### src/rtl/prf_wb_arb_pkg.sv
// Shared helpers for the PRF writeback arbiter.
// The PRF address width normally arrives from ncpu64k_config.vh; the guarded
// fallback keeps this slice self-contained when that header is not in scope.
`ifndef NCPU_PRF_AW
`define NCPU_PRF_AW 6
`endif

package prf_wb_arb_pkg;

   // Index reached by stepping 'ofs' places from 'base' around a ring of 'n'.
   function automatic int wrap_idx(input int base, input int ofs, input int n);
      return (base + ofs) % n;
   endfunction

endpackage

### src/rtl/prf_wb_fifo.sv
// Single-clock FIFO of 2^D entries, used as one per-FU result buffer.
// full/empty come straight from the registered occupancy count, so a full
// buffer never accepts in the same cycle its head leaves.
`ifndef NCPU_PRF_AW
`define NCPU_PRF_AW 6
`endif

module prf_wb_fifo
   import prf_wb_arb_pkg::*;
#(
   parameter int W = 1,
   parameter int D = 0
)(
   input  logic         clk,
   input  logic         rst,
   input  logic         push,
   input  logic [W-1:0] din,
   input  logic         pop,
   output logic [W-1:0] dout,
   output logic         empty,
   output logic         full
);

   localparam int DEPTH = 1 << D;
   localparam int PW    = (D > 0) ? D : 1;

   logic [W-1:0]  mem [DEPTH];
   logic [PW-1:0] wr_ptr;
   logic [PW-1:0] rd_ptr;
   logic [D:0]    count;

   // Storage is written only on push; contents need no reset.
   always_ff @(posedge clk) begin
      if (push) mem[wr_ptr] <= din;
   end

   // Pointers wrap after DEPTH entries; push and pop together leave count unchanged.
   always_ff @(posedge clk or posedge rst) begin
      if (rst) begin
         wr_ptr <= '0;
         rd_ptr <= '0;
         count  <= '0;
      end else begin
         if (push) wr_ptr <= PW'(wrap_idx(int'(wr_ptr), 1, DEPTH));
         if (pop)  rd_ptr <= PW'(wrap_idx(int'(rd_ptr), 1, DEPTH));
         case ({push, pop})
            2'b10:   count <= count + 1'b1;
            2'b01:   count <= count - 1'b1;
            default: count <= count;
         endcase
      end
   end

   assign dout  = mem[rd_ptr];
   assign empty = (count == '0);
   assign full  = (count == (D+1)'(DEPTH));

endmodule

### src/rtl/prf_wb_arb.sv
// PRF writeback arbiter: buffers results from FN functional units and
// round-robin grants up to WW buffer heads per cycle onto registered PRF
// write ports (acceptance cycle N -> prf_WE in cycle N+2 at the earliest).
//
// Handshake: FU i transfers in any cycle where fu_wb_valid[i] and
// fu_wb_ready[i] are both high; valid need not be held, and ready depends
// only on the registered buffer occupancy. A transfer with no destination
// (we=0 or prd=0) is accepted and dropped.
`ifndef NCPU_PRF_AW
`define NCPU_PRF_AW 6
`endif

module prf_wb_arb
   import prf_wb_arb_pkg::*;
#(
   parameter int CONFIG_DW                = 0,
   parameter int CONFIG_P_WRITEBACK_WIDTH = 0,
   parameter int CONFIG_P_FU_NUM          = 0,
   parameter int CONFIG_P_BUF_DEPTH       = 0,
   localparam int DW = (CONFIG_DW > 0) ? CONFIG_DW : 1,
   localparam int AW = `NCPU_PRF_AW,
   localparam int WW = 1 << CONFIG_P_WRITEBACK_WIDTH,
   localparam int FN = 1 << CONFIG_P_FU_NUM
)(
   input  logic              clk,
   input  logic              rst,
   input  logic [FN-1:0]     fu_wb_valid,
   output logic [FN-1:0]     fu_wb_ready,
   input  logic [FN-1:0]     fu_wb_we,
   input  logic [FN*AW-1:0]  fu_wb_prd,
   input  logic [FN*DW-1:0]  fu_wb_dat,
   output logic [WW-1:0]     prf_WE,
   output logic [WW*AW-1:0]  prf_WADDR,
   output logic [WW*DW-1:0]  prf_WDATA
);

   localparam int FNW = (CONFIG_P_FU_NUM > 0) ? CONFIG_P_FU_NUM : 1;
   localparam int EW  = AW + DW;

   logic [FN-1:0]    push;
   logic [FN-1:0]    pop;
   logic [FN-1:0]    empty;
   logic [FN-1:0]    full;
   logic [EW-1:0]    head [FN];
   logic [FNW-1:0]   rr_ptr;
   logic [FNW-1:0]   rr_nxt;
   logic [WW-1:0]    slot_we;
   logic [WW*AW-1:0] slot_addr;
   logic [WW*DW-1:0] slot_dat;

   for (genvar g = 0; g < FN; g++) begin : g_buf
      // Only results that actually write a non-zero register take buffer space.
      assign push[g] = fu_wb_valid[g] & ~full[g] & fu_wb_we[g]
                       & (fu_wb_prd[g*AW +: AW] != '0);

      prf_wb_fifo #(.W(EW), .D(CONFIG_P_BUF_DEPTH)) u_fifo (
         .clk   (clk),
         .rst   (rst),
         .push  (push[g]),
         .din   ({fu_wb_prd[g*AW +: AW], fu_wb_dat[g*DW +: DW]}),
         .pop   (pop[g]),
         .dout  (head[g]),
         .empty (empty[g]),
         .full  (full[g])
      );
   end

   assign fu_wb_ready = ~full;

   // Scan FUs from rr_ptr upward; the k-th non-empty head found fills slot k.
   always_comb begin
      int cnt;
      int idx;
      int last;
      pop       = '0;
      slot_we   = '0;
      slot_addr = '0;
      slot_dat  = '0;
      rr_nxt    = rr_ptr;
      cnt       = 0;
      idx       = 0;
      last      = 0;
      for (int k = 0; k < FN; k++) begin
         idx = wrap_idx(int'(rr_ptr), k, FN);
         if (!empty[idx] && (cnt < WW)) begin
            pop[idx]                  = 1'b1;
            slot_we[cnt]              = 1'b1;
            slot_addr[cnt*AW +: AW]   = head[idx][EW-1 -: AW];
            slot_dat[cnt*DW +: DW]    = head[idx][DW-1:0];
            last                      = idx;
            cnt                       = cnt + 1;
         end
      end
      if (cnt > 0) rr_nxt = FNW'(wrap_idx(last, 1, FN));
   end

   // Register the granted entries onto the PRF ports and advance the pointer.
   always_ff @(posedge clk or posedge rst) begin
      if (rst) begin
         prf_WE    <= '0;
         prf_WADDR <= '0;
         prf_WDATA <= '0;
         rr_ptr    <= '0;
      end else begin
         prf_WE    <= slot_we;
         prf_WADDR <= slot_addr;
         prf_WDATA <= slot_dat;
         rr_ptr    <= rr_nxt;
      end
   end

endmodule
### config.mk
export PLATFORM = sky130hd
export DESIGN_NAME = prf_wb_arb
export DESIGN_NICKNAME = d
export VERILOG_FILES = /design/src/rtl/prf_wb_arb_pkg.sv /design/src/rtl/prf_wb_fifo.sv /design/src/rtl/prf_wb_arb.sv
export SDC_FILE = /design/constraint.sdc
export NUM_CORES = 1
export LEC_CHECK = 0
export BUFFER_PORTS_ARGS = -buffer_cell sky130_fd_sc_hd__buf_2
export CAP_MARGIN = 20
export CORE_UTILIZATION = 25
export CTS_CLUSTER_DIAMETER = 100
export CTS_CLUSTER_SIZE = 24
export DETAILED_ROUTE_END_ITERATION = 10
export PLACE_DENSITY = 0.45
export SYNTH_ARGS = -nofsm -noshare
export SYNTH_HDL_FRONTEND = slang
export SYNTH_SLANG_ARGS = --single-unit
### constraint.sdc
create_clock -name clk -period 1.76 [get_ports clk]
set_input_delay 0.176 -clock clk [delete_from_list [all_inputs] [get_ports clk]]
set_output_delay 0.176 -clock clk [all_outputs]
set_load 0.005 [all_outputs]
==> flow_summary_export.csv, run 1 <==
group,metric,value,unit
finish,diodes,0,
sta,timing.final.ws_setup,0.601,ns
worst_setup_path,worstPathRequired,1.76,ns
floorplan,row_count,16,
job,maxCapViolations,0,
clock_network,insertion_delay,0.28,ns
yosys,synth_compound_area_frac,0.0288,
placement,dp_cells,77,
sta,min_period,1.16,ns
placement,port_buffers,19,
grt,grt_pass1_wl,1.21,mm
yosys,synth_cell_types,8,
yosys,syn_nets,41,
outcome,run_status,"finished, final reports clean",
yosys,yosysSeqAreaShare,0.835,
clock_network,cts_max_level,1,
pwr,p_comb_frac,0.064,
grt,antenna_found_initial,0,
clock_network,cts_root_buf,"clkbuf_4",
yosys,yosysWarningCount,0,
sta,finClkSkew,0.0137,ns
finish,syn2layout_area_growth,33.1,%
finish,nFillCells,212,
sta,period_share,0.658,
finish,final_util,0.354,
yosys,yosys-mux-area-fraction,0,
clock_network,cts_tree,"done",
floorplan,die_x,47.7,um
yosys,synth_area,522,um2
yosys,avgSynthCellArea,17.4,um2
grt,grt_pass1_vias,280,
sta,setup_viol,0,
sta,drv_slew,0,
clock_network,post_cts_buffers,0,
pwr,clkPwrFrac,0.292,
sta,max_slew_margin,0.793,
sta,max_freq,863,MHz
clock_network,cts.path.max_buffers,2,
sta,worstMarginPinSlew,0.311,ns
drt,postRouteAntennaNets,0,
finish,multi_input_area,78.8,um2
yosys,synth-xor-area-share,0,
yosys,synthCells,30,
finish,seqCellArea,435,um2
drt,vias_per_cell,3.57,
drt,first_pass_iters,2,
pwr,power_frac_seq,0.644,
sta,hold_viol_final,0,
grt,grt-ovfl-total,0,
grt,grt_max_degree,12,
floorplan,die_y,47.7,um
floorplan,ios,20,
pwr,p_int,0.515,mW
worst_setup_path,endpoint_kind,"flip-flop",
hold_path,hold_path.class,"primary input to flip-flop",
drt,drt_iter0_markers,3,
worst_setup_path,cp.arrival,1.16,ns
clock_network,clk_pin_slew,0.09,ns
placement,dpl_worst_slack,0.597,ns
pwr,p_switching,0.124,mW
grt,grt_usage,0.0829,
floorplan,start_util,0.266,
pwr,ir_drop,0.555,mV
yosys,synth_top_family_by_area,"simple AND/OR/NAND/NOR gates",
placement,place_congestion,0.645,
floorplan,coreArea,1960,um2
pwr,swShare,0.194,
drt,vias,293,
worst_setup_path,cp-start-kind,"flip-flop",
worst_setup_path,crit_fanout,11,
finish,nets,67,
drt,drc,0,
yosys,yosys.area_share.adder,0,
pwr,powerDensity,920,nW/um2
yosys,ys_ff_latch,16,
finish,drive_gt1_frac,0.436,
pwr,power.leakage,0.329,nW
worst_setup_path,critPathKind,"flip-flop to flip-flop",
floorplan,dieArea,2270,um2
clock_network,cts_buffers,3,
sta,hold_slack,0.0681,ns
finish,stdcell_count,82,
sta,rsz0062_at_grt,"false",
drt,wl,705,um
drt,drt-wirelength-per-cell,8.60,um
yosys,synthSimpleGateAreaFrac,0.122,
sta,setup_tns,0,ns
clock_network,clkSinkCount,16,
==> worst paths after layout <==
kind | slack [ns] | start | endpoint | depth (start not counted)
min in group asynchronous | 0.37 | rst | g_buf[0].u_fifo.full$_DFFE_PP0P_ | 3
setup / recovery | 0.60 | g_buf[0].u_fifo.full$_DFFE_PP0P_ | g_buf[0].u_fifo.mem[0][2]$_DFFE_PP_ | 2
hold / removal | 0.07 | fu_wb_dat | g_buf[0].u_fifo.mem[0][0]$_DFFE_PP_ | 1
max in group asynchronous | 1.14 | rst | prf_WDATA$_DFF_PP0_ | 3
setup reg to reg | 0.60 | g_buf[0].u_fifo.full$_DFFE_PP0P_ | g_buf[0].u_fifo.mem[0][2]$_DFFE_PP_ | 2
hold reg to reg | 0.48 | g_buf[0].u_fifo.mem[0][5]$_DFFE_PP_ | prf_WADDR[4]$_DFF_PP0_ | 1
==> layout by cell type (no fill, tap or decap), drive strengths merged <==
| cell | n |
|---|---|
| and2 | 7 |
| nor4 | 1 |
| clkbuf | 4 |
| inv | 2 |
| nor2 | 1 |
| nand2 | 1 |
| edfxtp | 7 |
| buf | 20 |
| dlygate4sd3 | 1 |
| a211oi | 2 |
| dfrtp | 9 |
==> cells by family (layout without fill, tap and decap cells) <==
group,after synthesis,count (layout)
flops,16,16
simple gates,10,10
buf+inv,2,27
compound gates,2,2
==> registers in the layout, indices dropped and copies added (netlist names) <==
signal,count
g_buf.u_fifo.full,1
g_buf.u_fifo.mem,7
prf_WADDR,6
prf_WDATA,1
prf_WE,1
==> area by class of cell <==
class                   instances  area share
flip-flops and latches         16       0.627
repair buffers                 21       0.162
multi-input cells              12       0.114
well taps                      27      0.0486
clock buffers                   4      0.0378
inverters                       2      0.0108
==> per-stage QoR <==
step                      power [mW]  area, um2
after CTS                      0.650        694
after global placement         0.460        658
after global routing           0.674        694
after floorplan                0.433        522
final                          0.639        694
after detailed placement       0.460        658
==> power by group through the flow <==
stage / sequential, mW / clock (mW) / combinational, mW
2_1_floorplan: 0.420 / 0 / 0.0134
3_3_place_gp: 0.420 / 0 / 0.0403
3_5_place_dp: 0.420 / 0 / 0.0401
4_1_cts: 0.412 / 0.197 / 0.0418
5_1_grt: 0.414 / 0.212 / 0.0484
6_report: 0.411 / 0.187 / 0.0408
==> critical path: stages, from the launching register on <==
cell	delay (ns)
dfrtp_1	0.49
a211oi_1	0.20
buf_4	0.19
==> per-layer routing <==
metal	global-route usage	part of all wire
met2	0.127	0.45
met4	0.0333	0
met1	0.0896	0.46
met5	0	0
met3	0.0566	0.088
==> what timing repair did <==
item,4_1_cts,5_1_grt
endpoints found under the setup margin,0,0
hold buffers,1,0
hold endpoints to repair,9,0
resized for setup,0,0
==> synth_stat cells <==
| cell | instances | area, um2 |
|---|---|---|
| nand2_1 | 1 | 3.75 |
| a211oi_1 | 2 | 15.0 |
| nor4_2 | 1 | 12.5 |
| and2_1 | 7 | 43.8 |
| nor2_1 | 1 | 3.75 |
| dfrtp_1 | 9 | 225 |
| inv_1 | 2 | 7.51 |
| edfxtp_1 | 7 | 210 |
Note: power is estimated with default switching activity, not from simulation.
==> run 2: changes to the inputs <==
--- a/config.mk
+++ b/config.mk
@@ -11,7 +11,7 @@
 export CTS_CLUSTER_DIAMETER = 100
 export CTS_CLUSTER_SIZE = 24
 export DETAILED_ROUTE_END_ITERATION = 10
-export PLACE_DENSITY = 0.45
+export PLACE_DENSITY = 0.47
 export SYNTH_ARGS = -nofsm -noshare
 export SYNTH_HDL_FRONTEND = slang
 export SYNTH_SLANG_ARGS = --single-unit
==> constraint.sdc (replaced) <==
create_clock -name clk -period 1 [get_ports clk]
set_input_delay 0.1 -clock clk [delete_from_list [all_inputs] [get_ports clk]]
set_output_delay 0.1 -clock clk [all_outputs]
set_load 0.005 [all_outputs]
==> run 2 against run 1 <==
Compared with the run above: the run now ends with setup timing left; clock skew down 0.0078 ns; setup slack lost 0.67 ns; design area up 16%; combinational power rose to 2.8 times the previous value; critical path type is now flip-flop to output port; first-iteration DRC count is 100% lower.
==> flow_summary_export.csv, run 2 (synthesis results as in run 1) <==
group,metric,value,unit
worst_setup_path,crit_fanout,2,
clock_network,cts.path.max_buffers,2,
worst_setup_path,cp.arrival,0.97,ns
drt,drt_iter0_markers,0,
worst_setup_path,worstReg2RegStart,"g_buf[0].u_fifo.full$_DFFE_PP0P_",
worst_setup_path,critPathKind,"flip-flop to output port",
pwr,ir_drop,0.491,mV
outcome,violations,"setup timing",
floorplan,ios,20,
floorplan,coreArea,1960,um2
pwr,p_switching,0.242,mW
finish,final_common_cell,"buf_2",
drt,postRouteAntennaNets,0,
worst_setup_path,slowest_stage,"dfrtp_2",
worst_setup_path,worstPathRequired,0.90,ns
drt,wl,763,um
floorplan,row_count,16,
worst_setup_path,timing.rr.end,"g_buf[0].u_fifo.mem[0][4]$_DFFE_PP_",
worst_setup_path,worstRegToRegCells,2,
hold_path,hold_start,"fu_wb_prd[1]",
drt,first_pass_iters,1,
sta,rsz0062_at_grt,"true",
outcome,run_status,"finished, violations left",
finish,drive_gt1_frac,0.538,
sta,drv_slew,0,
finish,nets,77,
pwr,p_total,1.17,mW
grt,grt-ovfl-total,0,
hold_path,hold_end,"g_buf[0].u_fifo.mem[0][2]$_DFFE_PP_",
sta,setup_tns,-0.310,ns
placement,place_area,709,um2
placement,port_buffers,19,
pwr,clkPwrFrac,0.283,
floorplan,die_y,47.7,um
floorplan,die_x,47.7,um
sta,max_slew_margin,0.784,
pwr,power_frac_seq,0.618,
job,maxCapViolations,0,
finish,largest_register_ffs,7,
hold_path,hold_path.class,"primary input to flip-flop",
worst_setup_path,cp-start-kind,"flip-flop",
placement,place_congestion,0.672,
grt,grt_max_degree,10,
floorplan,start_util,0.266,
sta,period_share,1.07,
sta,timing.final.ws_setup,-0.0662,ns
sta,min_period,1.07,ns
drt,drt-wirelength-per-cell,8.29,um
pwr,power.leakage,0.380,nW
sta,worstMarginPinSlew,0.324,ns
finish,diodes,0,
pwr,p_int,0.927,mW
floorplan,dieArea,2270,um2
drt,vias,340,
worst_setup_path,crit_chain,"buf_6 > inv_2 > buf_2",
sta,hold_viol_final,0,
clock_network,insertion_delay,0.28,ns
sta,setup_viol,8,
grt,grt_usage,0.0831,
sta,max_freq,938,MHz
finish,final_area,803,um2
finish,top_regs,"g_buf.u_fifo.mem x7, prf_WADDR x6",
clock_network,cts_tree,"done",
finish,final_util,0.409,
worst_setup_path,reg2reg_slack,-0.04,ns
pwr,swShare,0.207,
drt,drc,0,
worst_setup_path,cpPeakStageDelay,0.44,ns
clock_network,clkSinkCount,16,
clock_network,cts_max_level,1,
grt,grt_pass1_wl,1.20,mm
grt,antenna_found_initial,0,
pwr,p_comb_frac,0.099,
drt,vias_per_cell,3.70,
pwr,powerDensity,1460,nW/um2
hold_path,hold_depth,1,
sta,finClkSkew,0.00598,ns
clock_network,cts_buffers,3,
worst_setup_path,endpoint_kind,"output port",
finish,top_register,"g_buf.u_fifo.mem",
grt,grt_pass1_vias,301,
finish,syn2layout_area_growth,54.0,%
clock_network,cts_root_buf,"clkbuf_4",
clock_network,clk_pin_slew,0.09,ns
finish,mostFrequentLayoutCells,"buf_2 (19), dfrtp_1 (8), and2_1 (7), edfxtp_1 (7), buf_4 (6)",
## run 2: per-layer routing
metal | up-vias | track usage | part of all wire
li1 | 171 | - | -
met1 | 152 | 0.0831 | 0.41
met2 | 15 | 0.135 | 0.50
met3 | 2 | 0.0113 | 0.062
met4 | 0 | 0.100 | 0.025
met5 | - | 0 | 0
## run 2: final cells by class
type / instances / area, um2
clock buffers: 3 / 22.5
clock inverters: 1 / 3.75
flip-flops and latches: 16 / 437
well taps: 27 / 33.8
multi-input cells: 12 / 96.3
inverters: 2 / 7.51
repair buffers: 31 / 203
fillers: 212 / 1160
## run 2: how the worst max path moves through the flow
stage	from	to	slack [ns]
after global routing	g_buf[0].u_fifo.full$_DFFE_PP0P_	fu_wb_ready	-0.10
after CTS	g_buf[0].u_fifo.full$_DFFE_PP0P_	g_buf[0].u_fifo.mem[0][0]$_DFFE_PP_	-0.09
after global placement	fu_wb_prd[3]	g_buf[0].u_fifo.mem[0][0]$_DFFE_PP_	-0.13
after floorplan	g_buf[0].u_fifo.full$_DFFE_PP0P_	g_buf[0].u_fifo.mem[0][0]$_DFFE_PP_	-0.08
after detailed placement	fu_wb_prd[1]	g_buf[0].u_fifo.mem[0][0]$_DFFE_PP_	-0.13
final	g_buf[0].u_fifo.full$_DFFE_PP0P_	fu_wb_ready	-0.07
## run 2: power by group through the flow
stage | clock network (mW) | logic (mW) | registers, mW
2_1_floorplan | 0 | 0.0287 | 0.741
5_1_grt | 0.364 | 0.130 | 0.725
4_1_cts | 0.348 | 0.113 | 0.723
6_report | 0.331 | 0.115 | 0.722
3_5_place_dp | 0 | 0.0938 | 0.736
3_3_place_gp | 0 | 0.0930 | 0.736
## run 2: repair_timing
item,CTS,global route
resized for setup,3,1
endpoints found under the hold margin,11,1
endpoints found under the setup margin,8,9
setup buffers,2,0
pin swaps,1,1
gates cloned,0,0
hold buffers,3,1
## run 2: critical path: cells and delay by family (launching register included)
family	cells	cell delay, ns
buffers and inverters	3	0.25
DFF	1	0.44
## run 2: through the flow
stage | instances | hold slack [ns] | setup slack (ns)
4_1_cts | 91 | 0.00199 | -0.0866
3_3_place_gp | 82 | 0.0699 | -0.128
2_1_floorplan | 30 | -0.0721 | -0.0775
3_5_place_dp | 82 | 0.0718 | -0.133
5_1_grt | 92 | 0.0264 | -0.102
6_report | 92 | 0.0269 | -0.0662
==> run 3: changes to the inputs <==
--- a/config.mk
+++ b/config.mk
@@ -7,11 +7,13 @@
 export LEC_CHECK = 0
 export BUFFER_PORTS_ARGS = -buffer_cell sky130_fd_sc_hd__buf_2
 export CAP_MARGIN = 20
+export CELL_PAD_IN_SITES_DETAIL_PLACEMENT = 1
+export CELL_PAD_IN_SITES_GLOBAL_PLACEMENT = 2
 export CORE_UTILIZATION = 25
 export CTS_CLUSTER_DIAMETER = 100
 export CTS_CLUSTER_SIZE = 24
 export DETAILED_ROUTE_END_ITERATION = 10
-export PLACE_DENSITY = 0.47
+export PLACE_DENSITY = 0.65
 export SYNTH_ARGS = -nofsm -noshare
 export SYNTH_HDL_FRONTEND = slang
 export SYNTH_SLANG_ARGS = --single-unit
==> run 3 against run 2 <==
Compared with the run above: the flow still finishes with violations (setup timing); fmax down 1.7%; sequential power hardly changed; global-route usage is 0.78 points higher; combinational power about the same; routed wire length up 14%; critical path type is now flip-flop to flip-flop; highest routed layer unchanged.
==> flow_summary_export.csv, run 3 (synthesis results as in run 1) <==
group,metric,value,unit
finish,top_register,"g_buf.u_fifo.mem",
worst_setup_path,endpoint_kind,"flip-flop",
drt,drt_iter0_markers,6,
grt,grt_util_met2,0.151,
placement,port_buffers,19,
pwr,ir_drop,0.468,mV
worst_setup_path,worstPathRequired,1.00,ns
drt,drc,0,
clock_network,insertion_delay,0.27,ns
grt,use_met1,0.0924,
drt,drt-wirelength-per-cell,9.64,um
pwr,swShare,0.200,
sta,rsz0062_at_grt,"true",
hold_path,hold_path.class,"primary input to flip-flop",
drt,first_pass_iters,2,
clock_network,cts_buffers,3,
finish,final_common_cell,"buf_2",
finish,stdcell_count,90,
clock_network,cts_tree,"done",
finish,mostFrequentLayoutCells,"buf_2 (18), dfrtp_1 (8), and2_1 (7), edfxtp_1 (7), buf_4 (5)",
outcome,run_status,"finished, violations left",
finish,nets,75,
floorplan,row_count,16,
finish,diodes,0,
grt,grt_pass1_wl,1.30,mm
sta,drv_slew,0,
worst_setup_path,crit_fanout,3,
clock_network,clkSinkCount,16,
worst_setup_path,cp.arrival,1.08,ns
sta,setup_viol,8,
drt,vias_per_cell,3.78,
outcome,violations,"setup timing",
placement,place_congestion,0.615,
placement,place_hpwl,645,um
finish,drive_gt1_frac,0.556,
pwr,p_total,1.17,mW
pwr,p_switching,0.234,mW
pwr,clkPwrFrac,0.283,
drt,wl,868,um
pwr,p_int,0.936,mW
sta,timing.final.ws_setup,-0.0847,ns
drt,postRouteAntennaNets,0,
finish,syn2layout_area_growth,52.0,%
finish,final_area,793,um2
sta,period_share,1.08,
pwr,power.leakage,0.376,nW
floorplan,coreArea,1960,um2
grt,grt_usage,0.0908,
pwr,powerDensity,1480,nW/um2
grt,grt_max_degree,10,
sta,worstMarginPinSlew,0.313,ns
drt,vias,340,
clock_network,cts_root_buf,"clkbuf_4",
sta,max_freq,922,MHz
placement,place_area,702,um2
grt,use_met3,0.0113,
finish,top_regs,"g_buf.u_fifo.mem x7, prf_WADDR x6",
clock_network,cts_max_level,1,
grt,busiest_layer,"met2",
sta,min_period,1.08,ns
grt,grt_pass1_vias,322,
floorplan,die_x,47.7,um
placement,dp_cells,81,
sta,max_slew_margin,0.791,
job,maxCapViolations,0,
finish,largest_register_ffs,7,
clock_network,cts.path.max_buffers,2,
floorplan,dieArea,2270,um2
grt,antenna_found_initial,0,
sta,finClkSkew,0.00607,ns
floorplan,die_y,47.7,um
grt,grt-ovfl-total,0,
worst_setup_path,cp-start-kind,"flip-flop",
sta,hold_viol_final,0,
worst_setup_path,critPathKind,"flip-flop to flip-flop",
pwr,power_frac_seq,0.618,
floorplan,start_util,0.266,
pwr,p_comb_frac,0.099,
floorplan,ios,20,
clock_network,clk_pin_slew,0.08,ns
## run 3: cell count changes in the layout (fill, tap and decap cells not counted), sizes merged
cell | before | now
clkbuf | 3 | 4
clkinv | 1 | 0
dlygate4sd3 | 4 | 2
## run 3: area by class of cell
cell class | instances | area (um2)
Sequential cell | 16 | 437
Multi-Input combinational cell | 12 | 96.3
Timing Repair Buffer | 29 | 193
Clock buffer | 4 | 26.3
Fill cell | 231 | 1170
Tap cell | 27 | 33.8
Inverter | 2 | 7.51
## run 3: repair_timing
item | in CTS | in global routing
hold buffers | 2 | 0
setup buffers | 3 | 0
gates resized for setup | 3 | 3
endpoints found under the setup margin | 8 | 9
pin swaps | 1 | 1
endpoints found under the hold margin | 10 | 0
## run 3: per-stage QoR
step	setup slack [ns]	utilization	hold WS [ns]	TNS (ns)
final	-0.0847	0.404	0.0171	-0.647
after global routing	-0.115	0.404	0.0108	-0.887
after CTS	-0.0854	0.398	0.00797	-0.642
after detailed placement	-0.147	0.358	0.0644	-1.03
after global placement	-0.122	0.358	0.0593	-0.852
after floorplan	-0.0775	-	-0.0721	-0.543
## run 3: power by group through the flow
stage / combinational [mW] / sequential [mW] / clock, mW
2_1_floorplan: 0.0287 / 0.741 / 0
5_1_grt: 0.129 / 0.726 / 0.364
3_3_place_gp: 0.0894 / 0.736 / 0
4_1_cts: 0.111 / 0.724 / 0.348
6_report: 0.116 / 0.723 / 0.331
3_5_place_dp: 0.0913 / 0.737 / 0
## run 3: metal layers
layer | vias to the layer above | part of all wire
li1 | 166 | -
met1 | 157 | 0.42
met2 | 15 | 0.52
met3 | 2 | 0.040
met4 | 0 | 0.022
met5 | - | 0
## run 3: worst paths after layout
check	depth (start not counted)	slack, ns	endpoint	from
worst min register to register	1	0.47	prf_WDATA$_DFF_PP0_	g_buf[0].u_fifo.mem[0][0]$_DFFE_PP_
max in group asynchronous	3	0.43	g_buf[0].u_fifo.full$_DFFE_PP0P_	rst
min in group asynchronous	3	0.31	prf_WADDR[2]$_DFF_PP0_	rst
worst min-delay path	1	0.02	g_buf[0].u_fifo.mem[0][6]$_DFFE_PP_	fu_wb_prd[5]
worst max register to register	2	-0.08	g_buf[0].u_fifo.mem[0][4]$_DFFE_PP_	g_buf[0].u_fifo.full$_DFFE_PP0P_
worst max-delay path	2	-0.08	g_buf[0].u_fifo.mem[0][4]$_DFFE_PP_	g_buf[0].u_fifo.full$_DFFE_PP0P_
## run 3: critical path: stages (launching register included)
cell and delay, ns:
dfrtp_2 0.44, a211oi_4 0.23, buf_6 0.15
